===== src/rtl/disk_req_arbiter.sv =====
// Shares the two virtual-disk block channels between floppy track loads (drive 0)
// and HDD single-block jobs (drive 1), one block outstanding at a time.
module disk_req_arbiter #(
  parameter int FDD_SECTORS = 13
) (
  input  logic        clk_sys,
  input  logic        reset_n,
  input  logic [5:0]  fdd_track,
  input  logic        fdd_img_valid,
  input  logic        fdd_remount,
  input  logic        hdd_rd_req,
  input  logic        hdd_wr_req,
  input  logic [31:0] hdd_lba,
  input  logic [1:0]  sd_ack,
  output logic [1:0]  sd_rd,
  output logic [1:0]  sd_wr,
  output logic [31:0] sd_lba0,
  output logic [31:0] sd_lba1,
  output logic [3:0]  fdd_sec,
  output logic        cpu_wait,
  output logic [1:0]  busy
);

  typedef enum logic [2:0] {IDLE, DRAIN, FDD_REQ, FDD_XFER, HDD_REQ, HDD_XFER} state_t;

  state_t      state, state_nxt;
  logic [5:0]  cur_track, cur_track_nxt;
  logic [3:0]  fdd_blk, fdd_blk_nxt;
  logic        fdd_pend, fdd_pend_nxt;
  logic        restart, restart_nxt;
  logic        rd_pend, rd_pend_nxt;
  logic        wr_pend, wr_pend_nxt;
  logic        hdd_op_wr, hdd_op_wr_nxt;
  logic        last_hdd, last_hdd_nxt;
  logic [31:0] hdd_lba_r, hdd_lba_r_nxt;
  logic [1:0]  sd_rd_nxt, sd_wr_nxt;
  logic [1:0]  sd_ack_p1;
  logic [1:0]  ack_rise, ack_fall;
  logic        fdd_trig, fdd_inflight, fdd_act_nxt, hdd_act_nxt;

  function automatic logic [31:0] fdd_lba(input logic [5:0] trk, input logic [3:0] blk);
    logic [9:0] lba;
    lba = 10'(FDD_SECTORS) * {4'd0, trk} + {6'd0, blk};
    return {22'd0, lba};
  endfunction

  assign ack_rise     = sd_ack & ~sd_ack_p1;
  assign ack_fall     = ~sd_ack & sd_ack_p1;
  assign fdd_trig     = (fdd_track != cur_track) || fdd_remount;
  // A restart only matters when an FDD block is still outstanding after this cycle.
  assign fdd_inflight = (state == FDD_REQ) || ((state == FDD_XFER) && !ack_fall[0]);

  always_comb begin
    state_nxt     = state;
    cur_track_nxt = cur_track;
    fdd_blk_nxt   = fdd_blk;
    fdd_pend_nxt  = fdd_pend;
    restart_nxt   = restart;
    rd_pend_nxt   = rd_pend;
    wr_pend_nxt   = wr_pend;
    hdd_op_wr_nxt = hdd_op_wr;
    last_hdd_nxt  = last_hdd;
    hdd_lba_r_nxt = hdd_lba_r;
    sd_rd_nxt     = sd_rd;
    sd_wr_nxt     = sd_wr;

    case (state)
      DRAIN: if (sd_ack == 2'b00) state_nxt = IDLE;
      IDLE: begin
        if ((rd_pend || wr_pend) && (!fdd_pend || !last_hdd)) begin
          state_nxt     = HDD_REQ;
          last_hdd_nxt  = 1'b1;
          hdd_op_wr_nxt = wr_pend;
          sd_wr_nxt[1]  = wr_pend;
          sd_rd_nxt[1]  = !wr_pend;
        end else if (fdd_pend) begin
          state_nxt    = FDD_REQ;
          last_hdd_nxt = 1'b0;
          sd_rd_nxt[0] = 1'b1;
        end
      end
      FDD_REQ: if (ack_rise[0]) begin
        sd_rd_nxt[0] = 1'b0;
        state_nxt    = FDD_XFER;
      end
      FDD_XFER: if (ack_fall[0]) begin
        state_nxt = IDLE;
        if (restart) restart_nxt = 1'b0;
        else if (fdd_blk == 4'(FDD_SECTORS - 1)) fdd_pend_nxt = 1'b0;
        else fdd_blk_nxt = fdd_blk + 4'd1;
      end
      HDD_REQ: if (ack_rise[1]) begin
        sd_rd_nxt[1] = 1'b0;
        sd_wr_nxt[1] = 1'b0;
        state_nxt    = HDD_XFER;
      end
      HDD_XFER: if (ack_fall[1]) begin
        state_nxt = IDLE;
        if (hdd_op_wr) wr_pend_nxt = 1'b0;
        else rd_pend_nxt = 1'b0;
      end
      default: state_nxt = DRAIN;
    endcase

    if (fdd_trig) begin
      cur_track_nxt = fdd_track;
      if (fdd_img_valid) begin
        fdd_pend_nxt = 1'b1;
        fdd_blk_nxt  = 4'd0;
        restart_nxt  = fdd_inflight;
      end
    end

    if (hdd_wr_req) wr_pend_nxt = 1'b1;
    if (hdd_rd_req) rd_pend_nxt = 1'b1;
    if (hdd_wr_req || hdd_rd_req) hdd_lba_r_nxt = hdd_lba;
  end

  assign fdd_act_nxt = (state_nxt == FDD_REQ) || (state_nxt == FDD_XFER);
  assign hdd_act_nxt = (state_nxt == HDD_REQ) || (state_nxt == HDD_XFER);

  // p1: registered ack copy, control state and all outputs
  always_ff @(posedge clk_sys) begin
    sd_ack_p1 <= sd_ack;
    hdd_lba_r <= hdd_lba_r_nxt;
    if (!reset_n) begin
      state     <= DRAIN;
      cur_track <= 6'd0;
      fdd_blk   <= 4'd0;
      fdd_pend  <= 1'b0;
      restart   <= 1'b0;
      rd_pend   <= 1'b0;
      wr_pend   <= 1'b0;
      hdd_op_wr <= 1'b0;
      last_hdd  <= 1'b0;
      sd_rd     <= 2'b00;
      sd_wr     <= 2'b00;
      sd_lba0   <= 32'd0;
      sd_lba1   <= 32'd0;
      fdd_sec   <= 4'd0;
      cpu_wait  <= 1'b0;
      busy      <= 2'b00;
    end else begin
      state     <= state_nxt;
      cur_track <= cur_track_nxt;
      fdd_blk   <= fdd_blk_nxt;
      fdd_pend  <= fdd_pend_nxt;
      restart   <= restart_nxt;
      rd_pend   <= rd_pend_nxt;
      wr_pend   <= wr_pend_nxt;
      hdd_op_wr <= hdd_op_wr_nxt;
      last_hdd  <= last_hdd_nxt;
      sd_rd     <= sd_rd_nxt;
      sd_wr     <= sd_wr_nxt;
      if ((state != FDD_REQ) && (state != FDD_XFER)) begin
        sd_lba0 <= fdd_lba(cur_track_nxt, fdd_blk_nxt);
        fdd_sec <= fdd_blk_nxt;
      end
      if ((state != HDD_REQ) && (state != HDD_XFER)) sd_lba1 <= hdd_lba_r_nxt;
      cpu_wait <= fdd_pend_nxt | rd_pend_nxt | wr_pend_nxt |
                  ((state_nxt != IDLE) && (state_nxt != DRAIN));
      busy     <= {rd_pend_nxt | wr_pend_nxt | hdd_act_nxt, fdd_pend_nxt | fdd_act_nxt};
    end
  end

endmodule

===== config.mk =====
export PLATFORM = sky130hd
export DESIGN_NAME = disk_req_arbiter
export DESIGN_NICKNAME = d
export VERILOG_FILES = /design/src/rtl/disk_req_arbiter.sv
export SDC_FILE = /design/constraint.sdc
export NUM_CORES = 1
export LEC_CHECK = 0
export CAP_MARGIN = 40
export CORE_ASPECT_RATIO = 1.2
export CORE_MARGIN = 3
export CORE_UTILIZATION = 53
export CTS_BUF_LIST = sky130_fd_sc_hd__clkbuf_16
export CTS_CLUSTER_DIAMETER = 150
export CTS_CLUSTER_SIZE = 16
export DETAILED_ROUTE_END_ITERATION = 10
export HOLD_SLACK_MARGIN = 0.06
export MAX_ROUTING_LAYER = met4
export PLACE_DENSITY = 0.93
export SKIP_LAST_GASP = 1
export SLEW_MARGIN = 0
export SYNTH_ARGS = -nofsm -noshare
export SYNTH_HDL_FRONTEND = slang
export SYNTH_SLANG_ARGS = --single-unit

===== constraint.sdc =====
create_clock -name clk_sys -period 6.1 [get_ports clk_sys]
set_input_delay 1.525 -clock clk_sys [delete_from_list [all_inputs] [get_ports clk_sys]]
set_output_delay 1.525 -clock clk_sys [all_outputs]
set_load 0.03 [all_outputs]

# After elaboration in Yosys (flattened, before gate mapping)
# Index checks and enable logic that the tools add are counted.
# word_totals
register_bits,105
output_inout_bits,75
# op_classes
addsub,2
mux,45
bitwise,10
mul,1
eq_ne,21
n_reduce_logical,26
# ops
op,count
two-way mux 32 bit,1
two-way mux 1 bit,26
two-way mux 4 bit,6
two-way mux 3 bit,7
case mux 3 bit (6 select lines),1
== test 3 x 2 -> 1 bit (second input constant),4
== test 3 bit (second input constant),4
adder 10 x 4 -> 10 bit,1
multiplier 4 x 6 -> 10 bit (first input constant),1
!= test 2 bit (second input constant),5
logical OR 1 bit,7
two-way mux 6 bit,1
!= test 3 x 2 -> 1 bit (second input constant),2
!= test 3 bit (second input constant),2
!= test 6 bit,1
OR 1 bit,6
case mux 1 bit (2 select lines),3
nonzero test 2 bit,3
logical AND 1 bit,5
adder 4 x 1 -> 4 bit (second input constant),1
AND 2 bit,2
== test 4 bit (second input constant),1
logical NOT 1 bit,4
NOT 2 bit,2
8 further kinds,9

# Logic depth before layout (Yosys ltp)
# logic_depth
depth_word,10
mapped_depth,15

# Worst setup path before layout
# No wires, ideal clock.
# synth_timing
path_kind,input-to-reg
start,input port fdd_track[3]
end,register sd_lba0[9]
setup_ns,0.133
path_stages,14
n_path_buf,2
path_slack_ns,1.850
t_arrival_ns,4.117
path_cell_list,buf_2 -> xor2_1 -> nor3_1 -> a21boi_0 -> buf_2 -> nor2_1 -> ha_1 -> ha_1 -> fa_1 -> a211oi_1 -> o21ai_0 -> a31oi_1 -> xnor2_1 -> a21oi_1
# synth_rtl
item,line_no,text
start: declaration,8,"input logic [5:0] fdd_track,"
!= test 6 bit,49,assign fdd_trig = (fdd_track != cur_track) || fdd_remount;
logical OR 1 bit,49,
two-way mux 4 bit,105,if (fdd_trig) begin
via fdd_blk_nxt[1],28,"logic [3:0] fdd_blk, fdd_blk_nxt;"
adder 10 x 4 -> 10 bit,43,"lba = 10'(FDD_SECTORS) * {4'd0, trk} + {6'd0, blk};"
end signal: assignment,156,"sd_lba0 <= fdd_lba(cur_track_nxt, fdd_blk_nxt);"
end: declaration,17,"output logic [31:0] sd_lba0,"
# The timed path passes the listed nets, and every way through them passes these cells.
# A chain may end at the register's enable or synchronous reset.

# Worst setup path in the final report
# layout_timing
start,input port fdd_track[1]
end,register sd_lba0[9]
# The elaborated chain is that of the path after synthesis.

==> flow_metrics.py <==
metrics = {
    "routing": {
        "wire_length_per_cell_um": 15.1,
        "dr.pass1.iters": 4,
        "detail_route.vias_per_cell": 5.12,
        "remaining_drc_errors": 0,
        "route.vias.total": 3412,
        "postRouteWirelength_um": 10100,
        "ant_nets": 0,
        "drt-initial-drc-count": 106,
    },
    "placed_design": {
        "place_hpwl_um": 7350,
        "numPlacedInstances": 650,
        "gp_congestion": 0.931,
        "placement.io_buffers": 97,
    },
    "clock_network": {
        "clk-insertion-delay-late_ns": 0.34,
        "numClockSinks": 105,
        "cts.reportedPaths.clkPinSlew_ns": 0.07,
        "cts_max_level": 3,
        "tritoncts": "built",
        "post-cts-setup-buffers": 0,
        "cts-hold-fix-buffers": 0,
        "cts.root.buffer_cell": "sky130_fd_sc_hd__clkbuf_16",
        "cts_repair_resize_count": 0,
        "number_of_buffers_created_by_cts": 9,
        "cts_buffer_depth": 2,
    },
    "cells_and_area": {
        "post_layout_nonfiller_instances": 666,
        "syn_to_final_growth_pct": 27.1,
        "layout.area.seq_sq_um": 2100,
        "antenna_cells": 0,
        "n_fill_cell": 613,
        "multi_input_comb_area_sq_um": 2300,
        "final_util_pct": 71.1,
        "drive_above_1_share_pct": 10.7,
        "finalNetCount": 622,
    },
    "timing": {
        "hold_violations": 0,
        "final_setup_violation_count": 0,
        "tightest_slew_ns": 0.857,
        "final_min_period_ns": 5.00,
        "grt_setup_unrepaired": "false",
        "clock-skew-final_ns": 0.0109,
        "fmax_ghz": 0.200,
        "maxSlewViolCount": 0,
        "final.setup.tns_ns": 0,
        "rel_slew_slack_pct": 42.4,
        "fin_crit_sh_pct": 82.0,
    },
    "grt": {
        "grt_antenna_before_repair": 0,
        "grt_first_pass_wirelength_um": 16800,
        "globalRoute.totalOverflow": 0,
        "grt_util_all_layers_pct": 21.5,
        "maximum_number_of_pins_on_one_net_before_global_route_repair": 48,
        "first_global_vias": 3499,
    },
    "floorplanning": {
        "die_h_um": 109,
        "die-area_sq_um": 9960,
        "io-pin-count": 121,
        "floorplan.initialDensity_pct": 55.9,
        "std_cell_rows": 36,
        "die-width_um": 91.6,
        "design.core.area_sq_um": 8330,
    },
    "power_and_ir_drop": {
        "internal_power_uw": 1200,
        "ir_drop_uv": 187,
        "power.switching_fraction_pct": 30.2,
        "power_frac_clock_pct": 33.4,
        "cellPowerDensity_nw_per_um2": 291,
        "pwr-share-seq_pct": 44.7,
        "power.static_leakage_uw": 0.00264,
        "p_switching_uw": 521,
        "comb_power_share_pct": 21.9,
    },
    "flow_run": {
        "timing.max_cap.violations": 0,
    },
    "critical_path": {
        "cp_data_required_time_ns": 6.32,
        "critical_path_class": "in -> reg",
        "critPathCaptureType": "flip-flop",
        "critical_path.startpoint_type": "primary input",
        "critical_path.max_fanout": 8,
        "timing.critical_path.arrival_ns": 5.22,
    },
    "yosys": {
        "synth.distinct_cells": 51,
        "dominantRegCellSynth": "sky130_fd_sc_hd__dfxtp_1",
        "ys_seq_elements": 105,
        "netlist_area_sq_um": 4660,
        "syn_area_per_cell_sq_um": 10.1,
        "synth_edf_count": 0,
        "synth-async-reset-ratio_pct": 0,
        "post_synth_inst_count": 461,
        "ys_seq_area_share_pct": 45.1,
        "ys.warnings.count": 0,
    },
    "min_path": {
        "hold_path.class": "reg -> reg",
    },
    "outcome": {
        "status": "completed",
    },
}
cells in the final DEF (no fill, tap or decap), types with 5 or more instances in the layout:
cell / synthesis / layout
sky130_fd_sc_hd__conb_1: 1 / 23
sky130_fd_sc_hd__and2_1: 9 / 9
sky130_fd_sc_hd__or3_1: 6 / 6
sky130_fd_sc_hd__xnor2_1: 5 / 5
sky130_fd_sc_hd__nand2_1: 26 / 26
sky130_fd_sc_hd__a21oi_1: 20 / 20
sky130_fd_sc_hd__xor2_1: 9 / 9
sky130_fd_sc_hd__ha_1: 25 / 25
sky130_fd_sc_hd__nand2b_1: 7 / 6
sky130_fd_sc_hd__o21ai_0: 8 / 8
sky130_fd_sc_hd__inv_1: 12 / 12
sky130_fd_sc_hd__nand3_1: 6 / 6
sky130_fd_sc_hd__dfxtp_1: 105 / 105
sky130_fd_sc_hd__o211ai_1: 5 / 5
sky130_fd_sc_hd__mux2_2: 32 / 32
sky130_fd_sc_hd__a21o_1: 5 / 5
sky130_fd_sc_hd__nor2_1: 54 / 53
sky130_fd_sc_hd__mux2i_1: 36 / 36
sky130_fd_sc_hd__clkdlybuf4s50_1: 0 / 97
sky130_fd_sc_hd__clkbuf_16: 0 / 9
through the flow:
stage                     setup WS (ns)  cell area [sq um]  power [uW]  hold WS [ns]
after floorplan                    1.85               4740        1040         0.449
after detailed placement          0.831               5620        1160         0.447
final                              1.10               5930        1720         0.458
after global placement            0.589               5590        1150         0.440
after global routing              0.778               5930        1800         0.481
after CTS                          1.15               5930        1740         0.457
worst max-delay path: stages:
cell and delay, ns:
sky130_fd_sc_hd__clkdlybuf4s50_1 0.62, sky130_fd_sc_hd__xor2_1 0.17, sky130_fd_sc_hd__nor4_1 0.06, sky130_fd_sc_hd__a21boi_0 0.69
sky130_fd_sc_hd__nor2_1 0.13, sky130_fd_sc_hd__ha_1 0.32, sky130_fd_sc_hd__ha_1 0.23, sky130_fd_sc_hd__fa_1 0.43
sky130_fd_sc_hd__a211oi_1 0.40, sky130_fd_sc_hd__o21ai_0 0.18, sky130_fd_sc_hd__a31oi_1 0.23, sky130_fd_sc_hd__xnor2_1 0.14
sky130_fd_sc_hd__a21oi_1 0.08
layout make-up:
type                            instances  area share, %
Multi-Input combinational cell        315           38.8
Timing Repair Buffer                  103           17.3
Clock buffer                            9           3.80
Clock inverter                          7           1.39
Tap cell                              114           2.41
Sequential cell                       105           35.5
Inverter                               13          0.823
cell families (layout without fill, tap and decap cells):
| kind of cell | Yosys count | in the layout | share of synthesized area [%] |
|---|---|---|---|
| and+or+nand+nor | 125 | 125 | 13.0 |
| muxes | 68 | 68 | 15.5 |
| xor gates and xnor gates | 14 | 14 | 2.63 |
| AOI/OAI and AO/OA | 55 | 55 | 7.62 |
| buffers and inverters | 63 | 132 | 7.46 |
| other | 1 | 23 | 0.0805 |
| adders and majority gates | 30 | 30 | 8.64 |
| DFF | 105 | 105 | 45.1 |
state kept, by name, summed over array words and instances (netlist names), 2 cells and up:
name / flops
busy: 2
cur_track: 6
sd_lba1: 32
hdd_lba_r: 32
sd_ack_p1: 2
state: 3
fdd_sec: 4
sd_rd: 2
sd_lba0: 10
fdd_blk: 4
per-layer routing:
| layer | vias to the layer above | GRT usage [%] | routed length [um] |
|---|---|---|---|
| met2 | 88 | 37.4 | 5240 |
| met3 | 13 | 3.31 | 443 |
| met5 | - | - | 0 |
| li1 | 1698 | - | - |
| met4 | 0 | 8.73 | 195 |
| met1 | 1613 | 25.0 | 4180 |
power groups by stage:
stage	logic, uW	registers [uW]	clock network (uW)
final	377	772	576
after global routing	411	778	612
after CTS	378	772	585
after detailed placement	375	787	0
after global placement	365	785	0
after floorplan	194	842	0
worst paths after layout:
check	startpoint	endpoint	slack, ns	cells after the start
max	fdd_track[1]	sd_lba0[9]	1.10	13
min	sd_lba0[0]	sd_lba0[0]	0.46	2
max reg2reg	state[1]	sd_lba0[9]	2.56	12
min reg2reg	sd_lba0[0]	sd_lba0[0]	0.46	2
cells in the mapped netlist, types with 2 or more instances:
master                     instances  area share, %
sky130_fd_sc_hd__a211oi_1          2           0.32
sky130_fd_sc_hd__a21o_1            5           0.81
sky130_fd_sc_hd__a21oi_1          20            2.1
sky130_fd_sc_hd__and2_1            9            1.2
sky130_fd_sc_hd__buf_2             8           0.86
sky130_fd_sc_hd__buf_4            23            3.7
sky130_fd_sc_hd__buf_6             2           0.48
sky130_fd_sc_hd__clkbuf_1         17            1.4
sky130_fd_sc_hd__dfxtp_1         105             45
sky130_fd_sc_hd__fa_1              4            1.7
sky130_fd_sc_hd__ha_1             25            6.7
sky130_fd_sc_hd__inv_1            12           0.97
sky130_fd_sc_hd__mux2_2           32            7.7
sky130_fd_sc_hd__mux2i_1          36            7.7
sky130_fd_sc_hd__nand2_1          26            2.1
sky130_fd_sc_hd__nand2b_1          7           0.94
sky130_fd_sc_hd__nand3_1           6           0.64
sky130_fd_sc_hd__nand4_1           3           0.40
sky130_fd_sc_hd__nand4b_1          2           0.38
sky130_fd_sc_hd__nor2_1           54            4.3
sky130_fd_sc_hd__nor3_1            3           0.32
sky130_fd_sc_hd__o211ai_1          5           0.81
sky130_fd_sc_hd__o21ai_0           8           0.86
sky130_fd_sc_hd__o31ai_1           3           0.48
sky130_fd_sc_hd__or3_1             6           0.81
sky130_fd_sc_hd__xnor2_1           5           0.94
sky130_fd_sc_hd__xor2_1            9            1.7
Note: power is estimated with default switching activity, not from simulation.
